File: src/rtl/alu_exec.sv
// ALU execute stage: combinational ADD/SUB/AND/OR feeding a 2-entry result FIFO
// with valid/ready handshakes on both sides and a synchronous flush.
module alu_exec #(
  parameter int WIDTH = 32
) (
  input  logic             clk,
  input  logic             n_rst,
  input  logic             in_valid,
  output logic             in_ready,
  input  logic [3:0]       ALU_Operation,
  input  logic [WIDTH-1:0] op_a,
  input  logic [WIDTH-1:0] op_b,
  input  logic             flush,
  output logic             out_valid,
  input  logic             out_ready,
  output logic [WIDTH-1:0] result,
  output logic             zero,
  output logic             overflow,
  output logic             illegal_op
);

  localparam logic [3:0] OP_ADD = 4'b0010;
  localparam logic [3:0] OP_SUB = 4'b0110;
  localparam logic [3:0] OP_AND = 4'b0000;
  localparam logic [3:0] OP_OR  = 4'b0001;

  typedef struct packed {
    logic [WIDTH-1:0] res;
    logic             zero;
    logic             ovf;
    logic             ill;
  } entry_t;

  typedef enum logic [1:0] {EMPTY, ONE, TWO} state_t;

  state_t state_q, state_d;
  logic   wr_ptr, rd_ptr;
  entry_t mem [2];
  entry_t alu, head;
  logic   accept, pop;

  // ALU datapath
  always_comb begin
    alu = '0;
    unique case (ALU_Operation)
      OP_ADD: begin
        alu.res = op_a + op_b;
        alu.ovf = (op_a[WIDTH-1] == op_b[WIDTH-1]) && (alu.res[WIDTH-1] != op_a[WIDTH-1]);
      end
      OP_SUB: begin
        alu.res = op_a - op_b;
        alu.ovf = (op_a[WIDTH-1] != op_b[WIDTH-1]) && (alu.res[WIDTH-1] != op_a[WIDTH-1]);
      end
      OP_AND:  alu.res = op_a & op_b;
      OP_OR:   alu.res = op_a | op_b;
      default: alu.ill = 1'b1;
    endcase
    alu.zero = (alu.res == '0);
  end

  assign in_ready  = (state_q != TWO);
  assign out_valid = (state_q != EMPTY);
  // flush masks both handshakes so nothing is counted that cycle
  assign accept    = in_valid && in_ready && !flush;
  assign pop       = out_valid && out_ready && !flush;

  always_comb begin
    state_d = state_q;
    if (flush) state_d = EMPTY;
    else begin
      unique case (state_q)
        EMPTY:   if (accept) state_d = ONE;
        ONE:     if (accept && !pop) state_d = TWO;
                 else if (pop && !accept) state_d = EMPTY;
        TWO:     if (pop) state_d = ONE;
        default: state_d = EMPTY;
      endcase
    end
  end

  always_ff @(posedge clk or negedge n_rst) begin
    if (!n_rst) begin
      state_q <= EMPTY;
      wr_ptr  <= 1'b0;
      rd_ptr  <= 1'b0;
    end else begin
      state_q <= state_d;
      if (flush) begin
        wr_ptr <= 1'b0;
        rd_ptr <= 1'b0;
      end else begin
        if (accept) wr_ptr <= ~wr_ptr;
        if (pop)    rd_ptr <= ~rd_ptr;
      end
    end
  end

  // Storage needs no reset: reads are gated by out_valid
  always_ff @(posedge clk) begin
    if (accept) mem[wr_ptr] <= alu;
  end

  assign head       = out_valid ? mem[rd_ptr] : '0;
  assign result     = head.res;
  assign zero       = head.zero;
  assign overflow   = head.ovf;
  assign illegal_op = head.ill;

endmodule
File: config.mk
export PLATFORM = sky130hd
export DESIGN_NAME = alu_exec
export DESIGN_NICKNAME = d
export VERILOG_FILES = /design/src/rtl/alu_exec.sv
export SDC_FILE = /design/constraint.sdc
export NUM_CORES = 1
export LEC_CHECK = 0
export CAP_MARGIN = 20
export CELL_PAD_IN_SITES_DETAIL_PLACEMENT = 0
export CELL_PAD_IN_SITES_GLOBAL_PLACEMENT = 2
export CORE_ASPECT_RATIO = 0.9
export CORE_MARGIN = 10
export CORE_UTILIZATION = 30
export DETAILED_ROUTE_END_ITERATION = 12
export DONT_BUFFER_PORTS = 1
export GPL_ROUTABILITY_DRIVEN = 0
export PLACE_DENSITY = 0.72
export REMOVE_ABC_BUFFERS = 1
export SLEW_MARGIN = 20
export SYNTH_ARGS = -nofsm -noshare
export SYNTH_HDL_FRONTEND = slang
export SYNTH_SLANG_ARGS = --single-unit
File: constraint.sdc
create_clock -name clk -period 10.75 [get_ports clk]
set_clock_uncertainty 0.15 [all_clocks]
set_input_delay 1.075 -clock clk [delete_from_list [all_inputs] [get_ports clk]]
set_output_delay 1.075 -clock clk [all_outputs]
set_load 0.02 [all_outputs]
==> results.yml <==
setup_path:
  critPathCaptureType: "flop"
  cp.required_ns: 10.76
  cp.arrival_ns: 4.64
  worst-path-max-fanout: 4
  crit_path_start_kind: "input pin"
  crit_type: "input pin to flop"
logic_synthesis:
  synthTopCellsByCount: "109 x nor2_1, 104 x ha_1, 100 x inv_1"
  ys_top_cells_by_area: "edfxtp_1 25%, ha_1 16%, mux2i_1 5.3%, nor2_1 4.9%, inv_1 4.5%"
  syn_inst: 998
  postSynthAreaPerCell_um2: 8.32
  syn_area_mm2: 0.00831
  synth_top_area_share_pct: 25.3
  seq_area_frac_synth_pct: 26.5
  ys_ff_latch: 74
  synth.most_common_cell: "nor2_1"
  synth_top_area_cell: "edfxtp_1"
  async_flop_share_pct: 5.41
  yosysUniqueCellTypes: 84
  yosys_warnings: 0
  synth-edff-count: 70
  synthFlopType: "edfxtp_1"
detailed_routing:
  ant_nets: 0
  via_per_inst: 5.61
  wirelength_um: 29200
  routedWlPerCell_um: 22.1
  dr_total_vias: 7427
  initialDrtViolationCount: 612
  remaining_drc_errors: 0
  drt_first_pass_iters: 5
floorplan:
  initial_utilization_pct: 30.6
  die_x_um: 195
  die-area_mm2: 0.0348
  die_h_um: 178
  rows: 57
  fp.coreArea_mm2: 0.0272
  ios: 110
power:
  p_clk_share_pct: 30.6
  pwr-share-comb_pct: 34.6
  seqPwrFrac_pct: 34.8
  switching_share_pct: 34.2
  vdd_ir_drop_max_mv: 0.0737
  power.leakage_nw: 3.57
  p_int_w: 0.000653
  switching_power_w: 0.000340
  pwr_density_cell_mw_per_mm2: 111
global_routing:
  grt_first_pass_wirelength_um: 43900
  grt_max_degree: 66
  globalRouteOverflowTotal: 0
  antenna_found_initial: 0
  grt_usage_pct: 16.0
  first_global_vias: 7005
clock_tree:
  cts_tree: "yes"
  clock_sinks: 74
  clockBufferDepth: 2
  ctsResizeCount: 0
  insertion_delay_ns: 0.32
  cts_hold_buffers: 0
  cts-buffers-inserted: 9
  post_cts_buffers: 0
  clk_pin_slew_ns: 0.05
  htreeDepth: 3
  cts-root-buf: "clkbuf_16"
final_layout:
  layout.nets: 1145
  diodes: 0
  syn2layout_area_growth_pct: 7.42
  drive_above_1_share_pct: 5.26
  design_area_mm2: 0.00892
timing:
  min_period_ns: 4.63
  finalCritPeriodShare_pct: 43.1
  hold_ws_ns: 0.292
  hold_violations: 0
  rsz0062_at_grt: "false"
  clock.fmax_mhz: 216
  slew_viol_final: 0
  relSlewSlack_pct: 28.7
  setup-violations-final: 0
  tns_ns: 0
  max_slew.worst_pin.slew_ns: 1.07
status:
  status: "completed"
placement:
  placed_area_mm2: 0.00862
  portBuffers: 0
  dp_hpwl_um: 23200
flow_run:
  maxCapViolCount: 0
min_path:
  hold_path.class: "input pin to async pin"
[routing by layer]
metal / routed length, um / vias up / global-route usage [%]
met3: 1950 / 13 / 3.30
met5: 0 / - / 0
li1: - / 3591 / -
met1: 14400 / 3614 / 23.3
met4: 116 / 0 / 1.62
met2: 12800 / 209 / 24.3
[area by class of cell]
type | count | area, um2
clock buffer | 12 | 236
fill | 2868 | 18200
multi-input combinational | 765 | 5500
clock inverter | 3 | 65.1
timing repair buffer | 12 | 90.1
inverter | 104 | 390
tap | 354 | 443
sequential | 74 | 2200
[critical path, cell delays in order]
cell and delay, ns:
inv_1 0.06, ha_1 0.18, inv_1 0.06, fa_1 0.41, nor2b_1 0.16, o21a_1 0.25, o2111a_1 0.31, o31ai_2 0.41
a31oi_1 0.25, a21oi_1 0.41, o211a_1 0.19, o22ai_1 0.13, or4_1 0.55, nor3_2 0.20
[cell usage in the layout (no fill, tap or decap), types with 7 or more instances in the layout]
cell type  instances
o22ai_1           13
mux2i_1           44
a21oi_1           70
buf_4             12
clkbuf_16          9
o21bai_1           9
a211oi_1          20
nand3_1           11
o211ai_1          14
nor2_1           107
inv_1            100
a21o_1            13
nand4_1           15
edfxtp_1          70
o31ai_1           10
a31oi_1           12
nor4_1             9
nor2b_1            9
ha_1             104
nor3_1            25
o31a_1             7
nand2_1           60
nor3b_1            7
o21ai_0           49
a221oi_1           7
xnor2_1           15
[cells by family (layout without fill, tap and decap cells)]
family	Yosys count	after routing	synth area share, %
muxes	44	44	5.30
xor gates and xnor gates	18	18	1.90
and+or+nand+nor	289	289	16.8
buffers and inverters	159	131	7.65
AOI/OAI and AO/OA	308	308	25.7
DFF	74	74	26.5
adders and majority gates	106	106	16.1
[state kept, by name, indices dropped and copies added, names as in the netlist]
name	flops
mem	70
state_q	2
rd_ptr	1
wr_ptr	1
[metrics by stage]
step                      setup WS, ns  util (%)  power (W)  std cells
after global routing              5.96      32.8    0.00105       1324
after global placement            5.90      31.7   0.000693       1308
after CTS                         6.20      32.8   0.000995       1324
after floorplan                   6.33         -   0.000594        943
final                             6.12      32.8   0.000993       1324
after detailed placement          5.86      31.7   0.000691       1309
[power groups by stage]
| stage | registers (W) | logic, W | clock network (W) |
|---|---|---|---|
| after floorplan | 0.000349 | 0.000244 | 0 |
| after detailed placement | 0.000351 | 0.000340 | 0 |
| after CTS | 0.000345 | 0.000341 | 0.000308 |
| after global routing | 0.000347 | 0.000377 | 0.000323 |
| after global placement | 0.000351 | 0.000342 | 0 |
| final | 0.000345 | 0.000344 | 0.000304 |
[worst paths after layout]
path | startpoint | to | slack (ns) | cells after the start
worst max-delay path | op_a[0] | mem[1][2] | 6.12 | 14
worst min-delay path | n_rst | state_q[1] | 0.29 | 0
worst max register to register | state_q[1] | rd_ptr | 8.71 | 6
worst min register to register | wr_ptr | wr_ptr | 0.46 | 2
max in group asynchronous | n_rst | rd_ptr | 10.08 | 0
min in group clk | wr_ptr | wr_ptr | 0.46 | 2
No activity file was read; power rests on OpenSTA's default activity.
